[src/rtl/mc_ctrl_fsm_if.sv]
// rtl/mc_ctrl_fsm_if.sv - instruction/data memory handshake bundle for mc_ctrl_fsm
interface mc_ctrl_fsm_if;
    logic [31:0] instr_in;
    logic        imem_req;
    logic        imem_ready;
    logic        mem_read_en;
    logic        mem_write_en;
    logic        mem_ready;

    modport master (
        input  instr_in, imem_ready, mem_ready,
        output imem_req, mem_read_en, mem_write_en
    );

    modport slave (
        output instr_in, imem_ready, mem_ready,
        input  imem_req, mem_read_en, mem_write_en
    );
endinterface

[src/rtl/mc_ctrl_fsm.sv]
// rtl/mc_ctrl_fsm.sv - RV32I multi-cycle control FSM with bus timeout, traps, CSR and irq entry
module mc_ctrl_fsm #(
    parameter int MEM_TIMEOUT = 16,
    parameter bit EN_IRQ      = 1'b1,
    parameter bit EN_CSR      = 1'b1
) (
    input  logic                 clk,
    input  logic                 rst_n,
    mc_ctrl_fsm_if.master        bus,
    input  logic                 zero,
    input  logic                 lt_signed,
    input  logic                 lt_unsigned,
    input  logic                 irq_pending,
    output logic                 pc_write,
    output logic                 pc_sel,
    output logic                 ir_en,
    output logic                 rf_latch_en,
    output logic                 aluout_en,
    output logic [3:0]           alu_sel,
    output logic [1:0]           alu_a_sel,
    output logic [1:0]           alu_b_sel,
    output logic [2:0]           imm_sel,
    output logic                 reg_write,
    output logic [1:0]           wb_sel,
    output logic                 csr_en,
    output logic [1:0]           csr_op,
    output logic                 trap_enter,
    output logic                 trap_irq,
    output logic                 mret_exec,
    output logic [3:0]           trap_cause,
    output logic [3:0]           state_o
);
    localparam logic [3:0] ALU_ADD = 4'd0, ALU_SUB = 4'd1, ALU_SLL = 4'd2, ALU_SLT = 4'd3,
                           ALU_SLTU = 4'd4, ALU_XOR = 4'd5, ALU_SRL = 4'd6, ALU_SRA = 4'd7,
                           ALU_OR = 4'd8, ALU_AND = 4'd9;
    localparam logic [2:0] IMM_I = 3'd0, IMM_S = 3'd1, IMM_B = 3'd2, IMM_U = 3'd3, IMM_J = 3'd4;
    localparam logic [6:0] OP_REG = 7'b0110011, OP_IMM = 7'b0010011, OP_LOAD = 7'b0000011,
                           OP_STORE = 7'b0100011, OP_BRANCH = 7'b1100011, OP_LUI = 7'b0110111,
                           OP_AUIPC = 7'b0010111, OP_JAL = 7'b1101111, OP_JALR = 7'b1100111,
                           OP_SYSTEM = 7'b1110011, OP_FENCE = 7'b0001111;
    localparam logic [1:0] A_OLDPC = 2'd0, A_RS1 = 2'd1, A_ZERO = 2'd2, A_PC = 2'd3;
    localparam logic [1:0] B_RS2 = 2'd0, B_IMM = 2'd1, B_FOUR = 2'd2;
    localparam logic [1:0] WB_ALU = 2'd0, WB_LOAD = 2'd1, WB_PC4 = 2'd2, WB_CSR = 2'd3;
    localparam logic [3:0] CAUSE_ILLEGAL = 4'd2, CAUSE_BREAK = 4'd3, CAUSE_LD_FAULT = 4'd5,
                           CAUSE_ST_FAULT = 4'd7, CAUSE_ECALL_IRQ = 4'd11;

    localparam int              CW       = (MEM_TIMEOUT > 0) ? $clog2(MEM_TIMEOUT + 1) : 1;
    localparam bit              TMO_EN   = (MEM_TIMEOUT > 0);
    localparam logic [CW-1:0]   TMO_LAST = CW'((MEM_TIMEOUT > 0) ? MEM_TIMEOUT - 1 : 0);

    typedef enum logic [3:0] {
        S_IDLE = 4'd0, S_FETCH = 4'd1, S_DECODE = 4'd3, S_EXECUTE = 4'd4, S_WB = 4'd5,
        S_MEM_READ = 4'd6, S_MEM_WAIT = 4'd7, S_MEM_WRITE = 4'd8, S_BRANCH = 4'd9,
        S_JALR = 4'd10, S_TRAP = 4'd11, S_CSR = 4'd12
    } state_t;

    state_t        r_state, w_state_nxt;
    logic [CW-1:0] r_tmo;
    logic [3:0]    r_trap_cause, w_trap_cause_nxt;
    logic          r_trap_irq, w_trap_set, w_trap_irq_set;

    logic [6:0]    w_opcode;
    logic [2:0]    w_funct3;
    logic [6:0]    w_funct7;
    logic [11:0]   w_imm12;
    logic          w_priv, w_is_ecall, w_is_ebreak, w_is_mret, w_is_csr;
    logic          w_illegal, w_taken, w_tmo_fire, w_unused;

    assign w_opcode    = bus.instr_in[6:0];
    assign w_funct3    = bus.instr_in[14:12];
    assign w_funct7    = bus.instr_in[31:25];
    assign w_imm12     = bus.instr_in[31:20];
    assign w_unused    = ^{bus.instr_in[19:15], bus.instr_in[11:7]};
    assign w_priv      = (w_opcode == OP_SYSTEM) && (w_funct3 == 3'b000);
    assign w_is_ecall  = w_priv && (w_imm12 == 12'h000);
    assign w_is_ebreak = w_priv && (w_imm12 == 12'h001);
    assign w_is_mret   = w_priv && (w_imm12 == 12'h302);
    assign w_is_csr    = (w_opcode == OP_SYSTEM) && (w_funct3 != 3'b000) && (w_funct3 != 3'b100);
    assign w_tmo_fire  = TMO_EN && (r_tmo == TMO_LAST) && !bus.mem_ready;

    assign trap_cause = r_trap_cause;
    assign trap_irq   = r_trap_irq;
    assign state_o    = r_state;

    function automatic logic [3:0] f_alu(input logic [2:0] f3, input logic alt);
        case (f3)
            3'b000:  return alt ? ALU_SUB : ALU_ADD;
            3'b001:  return ALU_SLL;
            3'b010:  return ALU_SLT;
            3'b011:  return ALU_SLTU;
            3'b100:  return ALU_XOR;
            3'b101:  return alt ? ALU_SRA : ALU_SRL;
            3'b110:  return ALU_OR;
            default: return ALU_AND;
        endcase
    endfunction

    always_comb begin
        w_illegal = 1'b0;
        case (w_opcode)
            OP_REG:    w_illegal = (w_funct7 != 7'h00) && (w_funct7 != 7'h20);
            OP_IMM, OP_LOAD, OP_STORE, OP_BRANCH, OP_LUI, OP_AUIPC,
            OP_JAL, OP_JALR, OP_FENCE: w_illegal = 1'b0;
            OP_SYSTEM: begin
                if (w_funct3 == 3'b100)
                    w_illegal = 1'b1;
                else if (w_funct3 == 3'b000)
                    w_illegal = !(w_is_ecall || w_is_ebreak || w_is_mret);
                else
                    w_illegal = !EN_CSR;
            end
            default:   w_illegal = 1'b1;
        endcase
    end

    always_comb begin
        w_taken = 1'b0;
        case (w_funct3)
            3'b000:  w_taken = zero;
            3'b001:  w_taken = !zero;
            3'b100:  w_taken = lt_signed;
            3'b101:  w_taken = !lt_signed;
            3'b110:  w_taken = lt_unsigned;
            3'b111:  w_taken = !lt_unsigned;
            default: w_taken = 1'b0;
        endcase
    end

    always_comb begin
        imm_sel = IMM_I;
        case (w_opcode)
            OP_STORE:         imm_sel = IMM_S;
            OP_BRANCH:        imm_sel = IMM_B;
            OP_LUI, OP_AUIPC: imm_sel = IMM_U;
            OP_JAL:           imm_sel = IMM_J;
            default:          imm_sel = IMM_I;
        endcase
    end

    always_comb begin
        w_state_nxt      = r_state;
        w_trap_set       = 1'b0;
        w_trap_irq_set   = 1'b0;
        w_trap_cause_nxt = 4'd0;
        pc_write         = 1'b0;
        pc_sel           = 1'b0;
        ir_en            = 1'b0;
        rf_latch_en      = 1'b0;
        aluout_en        = 1'b0;
        alu_sel          = ALU_ADD;
        alu_a_sel        = A_OLDPC;
        alu_b_sel        = B_RS2;
        reg_write        = 1'b0;
        wb_sel           = WB_ALU;
        csr_en           = 1'b0;
        csr_op           = 2'd0;
        trap_enter       = 1'b0;
        mret_exec        = 1'b0;
        bus.imem_req     = 1'b0;
        bus.mem_read_en  = 1'b0;
        bus.mem_write_en = 1'b0;

        case (r_state)
            S_IDLE: w_state_nxt = S_FETCH;
            S_FETCH: begin
                // Interrupts are taken only here, so no instruction or access is ever cut short.
                if (EN_IRQ && irq_pending) begin
                    w_trap_set       = 1'b1;
                    w_trap_irq_set   = 1'b1;
                    w_trap_cause_nxt = CAUSE_ECALL_IRQ;
                    w_state_nxt      = S_TRAP;
                end else begin
                    bus.imem_req = 1'b1;
                    if (bus.imem_ready) begin
                        ir_en       = 1'b1;
                        pc_write    = 1'b1;
                        alu_a_sel   = A_PC;
                        alu_b_sel   = B_FOUR;
                        w_state_nxt = S_DECODE;
                    end
                end
            end
            S_DECODE: begin
                rf_latch_en = 1'b1;
                w_state_nxt = S_EXECUTE;
            end
            S_EXECUTE: begin
                if (w_illegal || w_is_ecall || w_is_ebreak) begin
                    w_trap_set       = 1'b1;
                    w_trap_cause_nxt = w_illegal ? CAUSE_ILLEGAL :
                                       w_is_ecall ? CAUSE_ECALL_IRQ : CAUSE_BREAK;
                    w_state_nxt      = S_TRAP;
                end else if (w_is_mret) begin
                    mret_exec   = 1'b1;
                    pc_write    = 1'b1;
                    w_state_nxt = S_FETCH;
                end else if (w_is_csr) begin
                    w_state_nxt = S_CSR;
                end else begin
                    case (w_opcode)
                        OP_REG: begin
                            alu_a_sel = A_RS1; alu_b_sel = B_RS2;
                            alu_sel   = f_alu(w_funct3, w_funct7[5]);
                            aluout_en = 1'b1; w_state_nxt = S_WB;
                        end
                        OP_IMM: begin
                            alu_a_sel = A_RS1; alu_b_sel = B_IMM;
                            alu_sel   = f_alu(w_funct3, (w_funct3 == 3'b101) && w_funct7[5]);
                            aluout_en = 1'b1; w_state_nxt = S_WB;
                        end
                        OP_LOAD, OP_STORE: begin
                            alu_a_sel   = A_RS1; alu_b_sel = B_IMM; aluout_en = 1'b1;
                            w_state_nxt = (w_opcode == OP_LOAD) ? S_MEM_READ : S_MEM_WRITE;
                        end
                        OP_BRANCH: begin
                            alu_a_sel   = A_RS1; alu_b_sel = B_RS2; alu_sel = ALU_SUB;
                            w_state_nxt = w_taken ? S_BRANCH : S_FETCH;
                        end
                        OP_LUI, OP_AUIPC: begin
                            alu_a_sel   = (w_opcode == OP_LUI) ? A_ZERO : A_OLDPC;
                            alu_b_sel   = B_IMM; aluout_en = 1'b1; w_state_nxt = S_WB;
                        end
                        OP_JAL, OP_JALR: begin
                            reg_write   = 1'b1; wb_sel = WB_PC4;
                            w_state_nxt = (w_opcode == OP_JAL) ? S_BRANCH : S_JALR;
                        end
                        default: w_state_nxt = S_FETCH;
                    endcase
                end
            end
            S_BRANCH: begin
                alu_a_sel = A_OLDPC; alu_b_sel = B_IMM; pc_write = 1'b1;
                w_state_nxt = S_FETCH;
            end
            S_JALR: begin
                alu_a_sel = A_RS1; alu_b_sel = B_IMM; pc_write = 1'b1; pc_sel = 1'b1;
                w_state_nxt = S_FETCH;
            end
            S_CSR: begin
                csr_en = 1'b1; csr_op = w_funct3[1:0]; reg_write = 1'b1; wb_sel = WB_CSR;
                w_state_nxt = S_FETCH;
            end
            S_MEM_READ: begin
                bus.mem_read_en = 1'b1;
                w_state_nxt     = S_MEM_WAIT;
            end
            S_MEM_WAIT: begin
                bus.mem_read_en = 1'b1;
                if (bus.mem_ready) begin
                    w_state_nxt = S_WB;
                end else if (w_tmo_fire) begin
                    w_trap_set = 1'b1; w_trap_cause_nxt = CAUSE_LD_FAULT; w_state_nxt = S_TRAP;
                end
            end
            S_MEM_WRITE: begin
                bus.mem_write_en = 1'b1;
                if (bus.mem_ready) begin
                    w_state_nxt = S_FETCH;
                end else if (w_tmo_fire) begin
                    w_trap_set = 1'b1; w_trap_cause_nxt = CAUSE_ST_FAULT; w_state_nxt = S_TRAP;
                end
            end
            S_WB: begin
                reg_write   = 1'b1;
                wb_sel      = (w_opcode == OP_LOAD) ? WB_LOAD : WB_ALU;
                w_state_nxt = S_FETCH;
            end
            S_TRAP: begin
                trap_enter  = 1'b1;
                pc_write    = 1'b1;
                w_state_nxt = S_FETCH;
            end
            default: w_state_nxt = S_IDLE;
        endcase
    end

    always_ff @(posedge clk or negedge rst_n) begin
        if (!rst_n) begin
            r_state      <= S_IDLE;
            r_tmo        <= '0;
            r_trap_cause <= 4'd0;
            r_trap_irq   <= 1'b0;
        end else begin
            r_state <= w_state_nxt;
            // Count is zero outside the wait states, which gives the clear-on-entry behaviour.
            if ((r_state == S_MEM_WAIT) || (r_state == S_MEM_WRITE)) begin
                if (!bus.mem_ready)
                    r_tmo <= r_tmo + 1'b1;
            end else begin
                r_tmo <= '0;
            end
            if (w_trap_set) begin
                r_trap_cause <= w_trap_cause_nxt;
                r_trap_irq   <= w_trap_irq_set;
            end else if (r_state == S_TRAP) begin
                r_trap_irq   <= 1'b0;
            end
        end
    end
endmodule
[src/flat_wrapper.sv]
// flat-port wrapper written by rule: the top's interface ports become plain ports
module mc_ctrl_fsm_flat 
#(
    parameter int MEM_TIMEOUT = 16,
    parameter bit EN_IRQ      = 1'b1,
    parameter bit EN_CSR      = 1'b1
)
  (clk, rst_n, zero, lt_signed, lt_unsigned, irq_pending, pc_write, pc_sel, ir_en, rf_latch_en, aluout_en, alu_sel, alu_a_sel, alu_b_sel, imm_sel, reg_write, wb_sel, csr_en, csr_op, trap_enter, trap_irq, mret_exec, trap_cause, state_o, bus_instr_in, bus_imem_ready, bus_mem_ready, bus_imem_req, bus_mem_read_en, bus_mem_write_en);
  mc_ctrl_fsm_if bus_i ();
  input  logic clk;
  input  logic rst_n;
  input  logic zero;
  input  logic lt_signed;
  input  logic lt_unsigned;
  input  logic irq_pending;
  output logic pc_write;
  output logic pc_sel;
  output logic ir_en;
  output logic rf_latch_en;
  output logic aluout_en;
  output logic [3:0] alu_sel;
  output logic [1:0] alu_a_sel;
  output logic [1:0] alu_b_sel;
  output logic [2:0] imm_sel;
  output logic reg_write;
  output logic [1:0] wb_sel;
  output logic csr_en;
  output logic [1:0] csr_op;
  output logic trap_enter;
  output logic trap_irq;
  output logic mret_exec;
  output logic [3:0] trap_cause;
  output logic [3:0] state_o;
  input wire logic [$bits(bus_i.instr_in)-1:0] bus_instr_in;
  input wire logic [$bits(bus_i.imem_ready)-1:0] bus_imem_ready;
  input wire logic [$bits(bus_i.mem_ready)-1:0] bus_mem_ready;
  output wire logic [$bits(bus_i.imem_req)-1:0] bus_imem_req;
  output wire logic [$bits(bus_i.mem_read_en)-1:0] bus_mem_read_en;
  output wire logic [$bits(bus_i.mem_write_en)-1:0] bus_mem_write_en;
  assign bus_i.instr_in = bus_instr_in;
  assign bus_i.imem_ready = bus_imem_ready;
  assign bus_i.mem_ready = bus_mem_ready;
  assign bus_imem_req = bus_i.imem_req;
  assign bus_mem_read_en = bus_i.mem_read_en;
  assign bus_mem_write_en = bus_i.mem_write_en;
  mc_ctrl_fsm #(.MEM_TIMEOUT(MEM_TIMEOUT), .EN_IRQ(EN_IRQ), .EN_CSR(EN_CSR)) u_core (.clk(clk), .rst_n(rst_n), .bus(bus_i), .zero(zero), .lt_signed(lt_signed), .lt_unsigned(lt_unsigned), .irq_pending(irq_pending), .pc_write(pc_write), .pc_sel(pc_sel), .ir_en(ir_en), .rf_latch_en(rf_latch_en), .aluout_en(aluout_en), .alu_sel(alu_sel), .alu_a_sel(alu_a_sel), .alu_b_sel(alu_b_sel), .imm_sel(imm_sel), .reg_write(reg_write), .wb_sel(wb_sel), .csr_en(csr_en), .csr_op(csr_op), .trap_enter(trap_enter), .trap_irq(trap_irq), .mret_exec(mret_exec), .trap_cause(trap_cause), .state_o(state_o));
endmodule
[config.mk]
export PLATFORM = sky130hd
export DESIGN_NAME = mc_ctrl_fsm_flat
export DESIGN_NICKNAME = d
export VERILOG_FILES = /design/src/rtl/mc_ctrl_fsm_if.sv /design/src/rtl/mc_ctrl_fsm.sv /design/src/flat_wrapper.sv
export SDC_FILE = /design/constraint.sdc
export NUM_CORES = 1
export LEC_CHECK = 0
export CELL_PAD_IN_SITES_DETAIL_PLACEMENT = 1
export CELL_PAD_IN_SITES_GLOBAL_PLACEMENT = 1
export CORE_ASPECT_RATIO = 0.8
export CORE_MARGIN = 2
export CORE_UTILIZATION = 29
export DETAILED_ROUTE_END_ITERATION = 16
export PLACE_DENSITY_LB_ADDON = 0.1
export SETUP_SLACK_MARGIN = 0.15
export SLEW_MARGIN = 10
export SYNTH_ARGS = -nofsm -noshare
export SYNTH_HDL_FRONTEND = slang
export SYNTH_SLANG_ARGS = --single-unit
export TNS_END_PERCENT = 100
[constraint.sdc]
create_clock -name clk -period 6.1 [get_ports clk]
set_input_delay 1.83 -clock clk [delete_from_list [all_inputs] [get_ports clk]]
set_output_delay 1.83 -clock clk [all_outputs]
set_load 0.05 [all_outputs]
* Word level (Yosys, flattened, before mapping)
Cells that the tools add are included.
** Word-level totals
- Register bits :: 14
- Input port bits :: 40
- Output and inout port bits :: 36
- Word-level logic and storage cells :: 175
** Cells by class
- $add $sub $neg :: 1
- Equality and inequality tests :: 36
- Muxes and demuxes :: 95
- Reductions and logical operators :: 39
** Operators by type and width (count)
- 4-bit case mux with 7 select lines :: 3
- 4-bit 2-to-1 mux :: 20
- 1-bit 2-to-1 mux :: 38
- 2-bit 2-to-1 mux :: 17
- 4-bit case mux with 4 select lines :: 2
- 7-bit == test (second input constant) :: 4
- 7-bit by 6-bit == test with 1-bit output (second input constant) :: 3
- 4-bit == test (second input constant) :: 5
- 2-bit case mux with 3 select lines :: 3
- 4-bit by 3-bit == test with 1-bit output (second input constant) :: 4
- 7-bit by 5-bit == test with 1-bit output (second input constant) :: 2
- 2-bit OR reduction :: 7
- 12-bit by 1-bit == test with 1-bit output (second input constant) :: 1
- 12-bit by 10-bit == test with 1-bit output (second input constant) :: 1
- 3-bit == test (second input constant) :: 4
- 12-bit zero test :: 1
- 3-bit case mux with 4 select lines :: 1
- 4-bit case mux with 3 select lines :: 1
- 6-bit OR reduction :: 2
- 5-bit 2-to-1 mux :: 2
- 5-bit OR reduction :: 2
- 1-bit logical AND :: 9
- 1-bit case mux with 3 select lines :: 3
- 9-bit OR reduction :: 1
- other kinds (24) :: 35

* Depth between registers and ports, before layout
Gate-level depths: netlist of run 1.
- Depth after elaboration :: 14
- Gate-level depth with buffers :: 7
- Gate-level depth less buffers :: 7

* Worst setup path before layout of run 1
OpenSTA, ideal clock, no wires.
- Kind :: in2out
- From :: input port irq_pending
- To :: output port pc_write
- Arrival time :: 4653 ps
- Data required time :: 4270 ps
- Setup slack :: -383 ps
- Stages on the path :: 4
- Buffers on the path :: 0
- Path through :: nor4_1 nand2_1 inv_1 a311o_1
** Between the ends
- Cells in the longest elaborated chain, start to end :: 2
** RTL lines
- start: declaration :: line flat_wrapper.sv:15 : input logic irq_pending;
- 1-bit 2-to-1 mux :: line mc_ctrl_fsm.sv:167 : if (EN_IRQ && irq_pending) begin
- 1-bit case mux with 3 select lines :: line mc_ctrl_fsm.sv:163 : case (r_state)
- end: declaration :: line flat_wrapper.sv:16 : output logic pc_write;
No other way between the ends.

* Worst setup path after layout of run 1
- From :: input port bus_instr_in[25]
- To :: output port aluout_en
** Between the ends
- Cells in the longest elaborated chain, start to end :: 12
- Elaborated cells on any way between the ends :: 20
- Those cells by class :: eq/ne: 3; mux: 6; reduce/logical: 11
** RTL lines
- start: declaration :: line flat_wrapper.sv:34 : input wire logic [$bits(bus_i.instr_in)-1:0] bus_instr_in;
- 12-bit by 1-bit == test with 1-bit output / 12-bit zero test (equally long branches) :: line mc_ctrl_fsm.sv:76, mc_ctrl_fsm.sv:75
- 1-bit logical AND (on tied branches) :: line mc_ctrl_fsm.sv:76, mc_ctrl_fsm.sv:75
- 1-bit logical OR (2 in a row) :: line mc_ctrl_fsm.sv:108 : w_illegal = !(w_is_ecall || w_is_ebreak || w_is_mret);
- 1-bit zero test :: line mc_ctrl_fsm.sv:108
- 1-bit 2-to-1 mux :: line mc_ctrl_fsm.sv:107 : else if (w_funct3 == 3'b000)
- 1-bit 2-to-1 mux :: line mc_ctrl_fsm.sv:105 : if (w_funct3 == 3'b100)
- 1-bit case mux with 3 select lines :: line mc_ctrl_fsm.sv:100 : case (w_opcode)
- 1-bit logical OR (2 in a row) :: line mc_ctrl_fsm.sv:188 : if (w_illegal || w_is_ecall || w_is_ebreak) begin
- 1-bit 2-to-1 mux * :: line mc_ctrl_fsm.sv:188
- 1-bit 2-to-1 mux * :: line mc_ctrl_fsm.sv:163
- end: declaration :: line flat_wrapper.sv:20 : output logic aluout_en;
Mark *: on every way between the ends. The rest lies on a longest branch, timed or not.

==> flow_metrics.env, run 1 <==
export IMPL_nets=314
export IMPL_via_per_inst=5.256
export IMPL_whs_endpoint="u_core.r_tmo[4]"
export IMPL_cts_root_buf="clkbuf_8"
export IMPL_drive_above_1_share=0.2037
export IMPL_worstPathRequired_ns=4.27
export IMPL_numPortBuffers=65
export IMPL_synth_most_common_cell="nor2_1"
export IMPL_p_leak_nw=0.9638
export IMPL_drv_slew=0
export IMPL_relSlewSlack=0.5140
export IMPL_netlist_area_leader_share=0.2371
export IMPL_grt_pass1_vias=1702
export IMPL_grt_pass1_wl_mm=8.307
export IMPL_grt_use_total=0.1814
export IMPL_yosys_top_cells_area="dfrtp_1 24%, nor2_1 6.1%, a21oi_1 4.7%"
export IMPL_max_clock_freq_mhz=170.6
export IMPL_fin_hold_ws_ns=0.5255
export IMPL_syn_area_per_cell_um2=7.425
export IMPL_gp_congestion=0.8460
export IMPL_yosysWarningCount=0
export IMPL_drv_cap=0
export IMPL_post_route_util=0.4947
export IMPL_irDropWorstVdd_v=0.0002536
export IMPL_timing_rr_start="u_core.state_o[3]"
export IMPL_grt_setup_unrepaired="false"
export IMPL_num_vias=1745
export IMPL_setup_violations=0
export IMPL_end_kind="output pin"
export IMPL_chipWidth_um=83.81
export IMPL_arrival_ns=4.03
export IMPL_power_density_nw_per_um2=284.6
export IMPL_r2r_end="u_core.trap_cause[3]"
export IMPL_insertion_delay_ns=0.24
export IMPL_start_util=0.2985
export IMPL_drtIter0Drc=86
export IMPL_synth_cell_types=52
export IMPL_diodes=0
export IMPL_synthFlopType="dfrtp_1"
export IMPL_die_area_um2=5686
export IMPL_status="finished, final reports clean"
export IMPL_min_from="u_core.r_tmo[4]"
export IMPL_hpwl_mm=4.117
export IMPL_antenna_found_initial=0
export IMPL_core_um2=4950
export IMPL_cts_buffers=3
export IMPL_seq_area_frac_synth=0.2371
export IMPL_cts_sinks=14
export IMPL_synth_nets=241
export IMPL_area_growth_pct=65.71
export IMPL_avgRoutedWirePerCell_um=15.31
export IMPL_ys_async_sr_fraction=1.000
export IMPL_crit_path_max_fanout=3
export IMPL_yosys_area_top_type="dfrtp_1"
export IMPL_drc=0
export IMPL_syn_inst=199
export IMPL_critPathKind="in -> out"
export IMPL_synth_edf_count=0
export IMPL_grt_ovfl_total=0
export IMPL_totalPowerFinal_uw=696.8
export IMPL_clock_skew_ns=0.004386
export IMPL_clk_pin_slew_ns=0.05
export IMPL_synth_area_um2=1478
export IMPL_worst_pin_slew_ns=0.7189
export IMPL_reg2regPathDepth=5
export IMPL_rrSetupSlack_ns=3.56
export IMPL_hold_class="reg -> reg"
export IMPL_die_h_um=67.85
export IMPL_post_route_min_period_ns=5.862
export IMPL_drt_total_wl_mm=5.083
export IMPL_pin_count=76
export IMPL_cts_tree="done"
export IMPL_dr_pass1_iters=4
export IMPL_fin_crit_sh=0.9610
export IMPL_hold_viol=0
export IMPL_crit_path_start_kind="input port"
export IMPL_clock_path_buffers=2
export IMPL_htreeDepth=1
export IMPL_ys_ff_latch=14
export IMPL_rows=23
export IMPL_grt_max_degree=19
export IMPL_synthTopCellsByCount="24 x nor2_1, 16 x nand2_1, 14 x a21oi_1, 14 x dfrtp_1, 12 x o21ai_0"
export IMPL_hold_depth=2
export IMPL_ant_nets=0
cells by family (layout without fill, tap and decap cells):
| group | after synthesis | in the layout | synth area share |
|---|---|---|---|
| adders and majority gates | 2 | 2 | 0.01693 |
| DFF | 14 | 14 | 0.2371 |
| buffers and inverters | 18 | 89 | 0.06435 |
| xor gates and xnor gates | 6 | 6 | 0.03557 |
| AOI/OAI and AO/OA | 46 | 46 | 0.1973 |
| muxes | 5 | 5 | 0.03472 |
| and+or+nand+nor | 108 | 108 | 0.4141 |
registers in the layout, summed over array words and instances (netlist names):
signal / flops
u_core.trap_irq: 1
u_core.state_o: 4
u_core.trap_cause: 4
u_core.r_tmo: 5
power by group:
part           switching (mW)  internal [mW]
registers              0.0474          0.115
logic                   0.285          0.176
clock network          0.0306         0.0436
layer usage:
metal | GRT usage | up-vias | wire [µm]
li1 | - | 864 | -
met1 | 0.2605 | 827 | 2571
met4 | 0.02419 | 0 | 15
met2 | 0.3030 | 52 | 2268
met3 | 0.02292 | 2 | 228
met5 | 0 | - | 0
repair_timing:
item | 4_1_cts | 5_1_grt
pin swaps | 6 | 7
gates resized for setup | 14 | 7
endpoints found under the setup margin | 9 | 9
buffers inserted | 1 | 1
hold buffers | 0 | 0
placed cells by master (no fill, tap or decap), types with 4 or more instances in the layout:
master / count
a21oi_1: 14
a31oi_1: 4
and2_1: 5
buf_12: 9
buf_4: 18
clkdlybuf4s50_1: 46
dfrtp_1: 14
dlygate4sd2_1: 4
inv_1: 7
mux2i_1: 4
nand2_1: 15
nand2b_1: 6
nand3_1: 5
nor2_1: 23
nor2b_1: 9
nor3_1: 5
o21ai_0: 12
critical path: stages:
cell           delay (ns)
dlygate4sd2_1        0.23
or4_4                0.54
or3_4                0.34
a41o_1               0.24
nor3_4               0.26
buf_6                0.15
nand2_4              0.05
nor3b_4              0.22
buf_12               0.16
layout make-up:
class                      count  area [µm²]
sequential                    14       350.3
multi-input combinational    167        1120
fill                         601        2501
timing repair buffer          79       833.3
tap                           62       77.57
inverter                       7       26.28
clock buffer                   3       41.29
per-stage QoR:
stage          worst slack [ns]  instance area, µm²  setup TNS (ns)  instances
4_1_cts                  0.1592                2410               0        331
3_5_place_dp           0.001092                2316               0        327
2_1_floorplan           -0.1452                1491         -0.2904        199
3_3_place_gp           0.009282                2316               0        327
5_1_grt                  0.1638                2449               0        332
6_report                 0.2379                2449               0        332
worst max-delay path by stage:
stage                     startpoint            to  cells past startpoint
floorplan           bus_instr_in[25]    alu_sel[2]                      6
global placement    bus_instr_in[25]  alu_a_sel[0]                      9
detailed placement  bus_instr_in[25]  alu_a_sel[0]                      9
CTS                 bus_instr_in[23]  alu_a_sel[0]                      9
global route         bus_instr_in[0]  alu_a_sel[0]                     10
finish              bus_instr_in[25]     aluout_en                      9
(Power assumes the default switching activity.)
==> run 2: changes to the inputs <==
--- a/config.mk
+++ b/config.mk
@@ -13,2 +13,3 @@
 export DETAILED_ROUTE_END_ITERATION = 16
+export GPL_TIMING_DRIVEN = 0
 export PLACE_DENSITY_LB_ADDON = 0.1
==> constraint.sdc (replaced) <==
create_clock -name clk -period 6.1 [get_ports clk]
set_input_delay 1.22 -clock clk [delete_from_list [all_inputs] [get_ports clk]]
set_output_delay 1.22 -clock clk [all_outputs]
set_load 0.05 [all_outputs]
==> flow_metrics.env, run 2 (synthesis gave the netlist of run 1 again) <==
export IMPL_rrSetupSlack_ns=3.70
export IMPL_hold_class="reg -> reg"
export IMPL_crit_path_start_kind="input port"
export IMPL_min_from="u_core.trap_cause[1]"
export IMPL_ant_nets=0
export IMPL_dr_pass1_iters=4
export IMPL_fin_ws_ns=0.4998
export IMPL_path_common_cell="clkdlybuf4s50_1"
export IMPL_crit_path_max_fanout=7
export IMPL_pin_count=76
export IMPL_regMostFlops="u_core.r_tmo"
export IMPL_post_route_min_period_ns=5.600
export IMPL_final_common_cell="clkdlybuf4s50_1"
export IMPL_grt_setup_unrepaired="false"
export IMPL_clock_skew_ns=0.0002962
export IMPL_path_depth=8
export IMPL_cts_sinks=14
export IMPL_nets=308
export IMPL_avgRoutedWirePerCell_um=16.10
export IMPL_place_ws_ns=0.5432
export IMPL_core_um2=4950
export IMPL_dp_cells=323
export IMPL_p_leak_nw=0.8241
export IMPL_critPathKind="in -> out"
export IMPL_diodes=0
export IMPL_worstPathRequired_ns=4.88
export IMPL_relSlewSlack=0.4039
export IMPL_cts_resized=0
export IMPL_max_stage_delay_ns=0.80
export IMPL_die_h_um=67.85
export IMPL_drv_slew=0
export IMPL_crit_family="simple AND/OR/NAND/NOR gates"
export IMPL_multi_input_area_um2=1032
export IMPL_grt_max_degree=15
export IMPL_postCtsSetupRepairBufs=0
export IMPL_max_clock_freq_mhz=178.6
export IMPL_hpwl_mm=4.333
export IMPL_drive_above_1_share=0.06818
export IMPL_arrival_ns=4.38
export IMPL_path_buf_inv=2
export IMPL_cp_slowest_cell="nor4bb_1"
export IMPL_cts_root_buf="clkbuf_8"
export IMPL_clock_path_buffers=2
export IMPL_crit_chain="clkdlybuf4s50_1, nor4bb_1, nor2b_1, nor3b_1, nor4b_1, nand3_1, nand3b_1, clkdlybuf4s50_1"
export IMPL_start_util=0.2985
export IMPL_drc=0
export IMPL_gp_congestion=0.7738
export IMPL_grt_use_total=0.1907
export IMPL_chipWidth_um=83.81
export IMPL_clk_pin_slew_ns=0.06
export IMPL_cts_hold_buf=0
export IMPL_fin_setup_tns_ns=0
export IMPL_worst_pin_slew_ns=0.8821
export IMPL_grt_ovfl_total=0
export IMPL_hold_viol=0
export IMPL_seq_area_um2=350.3
export IMPL_whs_endpoint="u_core.trap_cause[1]"
export IMPL_grt_pass1_wl_mm=8.576
export IMPL_timing_rr_start="u_core.state_o[1]"
export IMPL_drv_cap=0
export IMPL_hold_depth=1
export IMPL_insertion_delay_ns=0.25
export IMPL_grt_pass1_vias=1721
export IMPL_drt_total_wl_mm=5.247
export IMPL_largest_reg_flops=5
export IMPL_numPortBuffers=62
export IMPL_area_growth_pct=50.04
export IMPL_fin_crit_sh=0.9181
export IMPL_end_kind="output pin"
export IMPL_cts_tree="done"
export IMPL_num_vias=1734
export IMPL_totalPowerFinal_uw=702.5
export IMPL_power_density_nw_per_um2=316.9
export IMPL_fin_hold_ws_ns=0.5295
export IMPL_final_cell_mix="62 x clkdlybuf4s50_1, 24 x nor2_1, 16 x nand2_1"
export IMPL_drtIter0Drc=99
export IMPL_rows=23
export IMPL_status="finished, final reports clean"
export IMPL_via_per_inst=5.319
export IMPL_htreeDepth=1
export IMPL_cts_buffers=3
export IMPL_setup_violations=0
export IMPL_final_cells=326
export IMPL_nFillCells=650
export IMPL_r2r_end="u_core.trap_cause[3]"
export IMPL_die_area_um2=5686
export IMPL_irDropWorstVdd_v=0.0002026
export IMPL_antenna_found_initial=0
export IMPL_reg2regPathDepth=6
==> run 2: layout make-up <==
| class | instances | area share |
|---|---|---|
| clock buffers | 3 | 0.01862 |
| repair buffers | 62 | 0.2799 |
| well taps | 62 | 0.03499 |
| plain buffers | 11 | 0.03104 |
| inverters | 7 | 0.01185 |
| multi-input cells | 167 | 0.4656 |
| flip-flops and latches | 14 | 0.1580 |
==> run 2: layer usage <==
layer / track usage / vias to the layer above / share of wire
li1: - / 849 / -
met1: 0.2837 / 836 / 0.52
met2: 0.3040 / 47 / 0.43
met3: 0.03378 / 2 / 0.048
met4: 0.01210 / 0 / 0.0019
met5: 0 / - / 0
==> run 2: worst max-delay path by stage <==
stage / slack [ns] / endpoint / startpoint
5_1_grt: 0.24 / pc_write / bus_instr_in[3]
4_1_cts: 0.53 / pc_write / bus_instr_in[3]
6_report: 0.50 / alu_a_sel[0] / bus_instr_in[3]
3_5_place_dp: 0.54 / pc_write / bus_instr_in[3]
2_1_floorplan: 0.84 / pc_write / irq_pending
3_3_place_gp: 0.54 / pc_write / bus_instr_in[3]
==> run 2: report_power, final <==
group	switching (mW)	internal [mW]	leakage [nW]
registers	0.0229	0.115	0.172
clock network	0.0348	0.0437	0.0216
logic	0.310	0.175	0.630
==> run 2: per-stage QoR <==
stage	instance area [µm²]	util
after floorplan	1478	-
after global placement	2176	0.4396
after detailed placement	2176	0.4396
after CTS	2217	0.4479
after global routing	2217	0.4479
final	2217	0.4479
==> run 3: changes to the inputs <==
CORE_MARGIN = 10   (was 2)
==> flow_metrics.env, run 3 (synthesis gave the netlist of run 1 again) <==
export IMPL_status="finished, final reports clean"
export IMPL_post_route_min_period_ns=5.651
export IMPL_fin_setup_tns_ns=0
export IMPL_dr_wl_met3_um=458
export IMPL_drc=0
export IMPL_drv_slew=0
export IMPL_start_util=0.2968
export IMPL_critPathKind="in -> out"
export IMPL_swShare=0.5233
export IMPL_drt_total_wl_mm=5.617
export IMPL_fin_crit_sh=0.9264
export IMPL_top_layer="met4"
export IMPL_die_area_um2=8368
export IMPL_grt_max_degree=15
export IMPL_insertion_delay_ns=0.25
export IMPL_totalPowerFinal_uw=701.4
export IMPL_gp_congestion=0.8512
export IMPL_cts_tree="done"
export IMPL_rows=23
export IMPL_relSlewSlack=0.3951
export IMPL_multi_input_area_um2=1032
export IMPL_arrival_ns=4.43
export IMPL_p_int_uw=334.4
export IMPL_grt_use_total=0.1292
export IMPL_wl_met1_mm=2.706
export IMPL_power_density_nw_per_um2=316.3
export IMPL_end_kind="output pin"
export IMPL_fin_ws_ns=0.4491
export IMPL_fin_hold_ws_ns=0.5300
export IMPL_wl_met2_mm=2.436
export IMPL_clock_path_buffers=2
export IMPL_hold_viol=0
export IMPL_grt_ovfl_total=0
export IMPL_drv_cap=0
export IMPL_antenna_found_initial=0
export IMPL_cts_hold_buf=0
export IMPL_place_ws_ns=0.5243
export IMPL_drive_above_1_share=0.06818
export IMPL_ant_nets=0
export IMPL_regMostFlops="u_core.r_tmo"
export IMPL_core_um2=4979
export IMPL_worst_pin_slew_ns=0.8951
export IMPL_diodes=0
export IMPL_worstPathRequired_ns=4.88
export IMPL_chipWidth_um=99.81
export IMPL_postCtsSetupRepairBufs=0
export IMPL_clock_skew_ns=0.003051
export IMPL_p_leak_nw=0.8241
export IMPL_crit_path_max_fanout=7
export IMPL_cts_buffers=3
export IMPL_cts_root_buf="clkbuf_8"
export IMPL_htreeDepth=1
export IMPL_drtIter0Drc=75
export IMPL_area_growth_pct=50.04
export IMPL_power_switching_uw=367.0
export IMPL_irDropWorstVdd_v=0.0002507
export IMPL_avgRoutedWirePerCell_um=17.23
export IMPL_clk_pin_slew_ns=0.06
export IMPL_nFillCells=604
export IMPL_hold_class="reg -> reg"
export IMPL_max_clock_freq_mhz=177.0
export IMPL_numPortBuffers=62
export IMPL_largest_reg_flops=5
export IMPL_cts_resized=0
export IMPL_seq_area_um2=350.3
export IMPL_final_common_cell="clkdlybuf4s50_1"
export IMPL_p_comb_frac=0.694
export IMPL_dr_pass1_iters=4
export IMPL_grt_setup_unrepaired="false"
export IMPL_grt_pass1_wl_mm=9.135
export IMPL_crit_path_start_kind="input port"
export IMPL_grt_pass1_vias=1778
export IMPL_num_vias=1691
export IMPL_cts_sinks=14
export IMPL_final_cell_mix="62 x clkdlybuf4s50_1, 24 x nor2_1, 16 x nand2_1"
export IMPL_pin_count=76
export IMPL_via_per_inst=5.187
export IMPL_nets=308
export IMPL_clkPwrFrac=0.110
export IMPL_die_h_um=83.85
export IMPL_hpwl_mm=4.737
export IMPL_p_seq_frac=0.196
export IMPL_setup_violations=0
[run 3: cell counts in the layout (fill, tap and decap cells not counted)]
No cell type changed its count.
[run 3: worst max-delay path, stage by stage]
cell and delay, ns:
clkdlybuf4s50_1 0.52, nor4bb_1 0.81, nand4bb_1 0.24, nor3_1 0.35
nor2b_1 0.30, a311o_1 0.17, clkdlybuf4s50_1 0.81
[run 3: final timing paths]
path / start / to / slack, ns / cells after the start
setup / recovery: bus_instr_in[3] / pc_write / 0.45 / 7
hold / removal: u_core.trap_cause[1] / u_core.trap_cause[1] / 0.53 / 1
setup reg to reg: u_core.state_o[1] / u_core.trap_cause[0] / 3.67 / 6
hold reg to reg: u_core.trap_cause[1] / u_core.trap_cause[1] / 0.53 / 1
max in group asynchronous: rst_n / u_core.r_tmo[2] / 4.26 / 1
min in group asynchronous: rst_n / u_core.r_tmo[3] / 1.40 / 1
[run 3: layout make-up]
cell class                 instances  area share
clock buffer                       3     0.01862
sequential                        14      0.1580
buffer                            11     0.03104
inverter                           7     0.01185
timing repair buffer              62      0.2799
multi-input combinational        167      0.4656
tap                               62     0.03499
[run 3: metal layers]
metal  GRT usage  vias to the layer above
li1            -                      846
met1      0.1743                      791
met2      0.1979                       52
met3     0.04222                        2
met4     0.01691                        0
met5           0                        -
[run 3: power by group through the flow]
stage                     registers, mW  clock network, mW  logic, mW
after CTS                         0.138             0.0790      0.491
final                             0.138             0.0768      0.487
after global placement            0.138                  0      0.489
after detailed placement          0.138                  0      0.490
after global routing              0.142             0.0853      0.524
after floorplan                   0.205                  0      0.261
[run 3: stage by stage]
| stage | cell area [µm²] | util | cells |
|---|---|---|---|
| 3_5_place_dp | 2176 | 0.4370 | 323 |
| 5_1_grt | 2217 | 0.4453 | 326 |
| 4_1_cts | 2217 | 0.4453 | 326 |
| 2_1_floorplan | 1478 | - | 199 |
| 3_3_place_gp | 2176 | 0.4370 | 323 |
| 6_report | 2217 | 0.4453 | 326 |
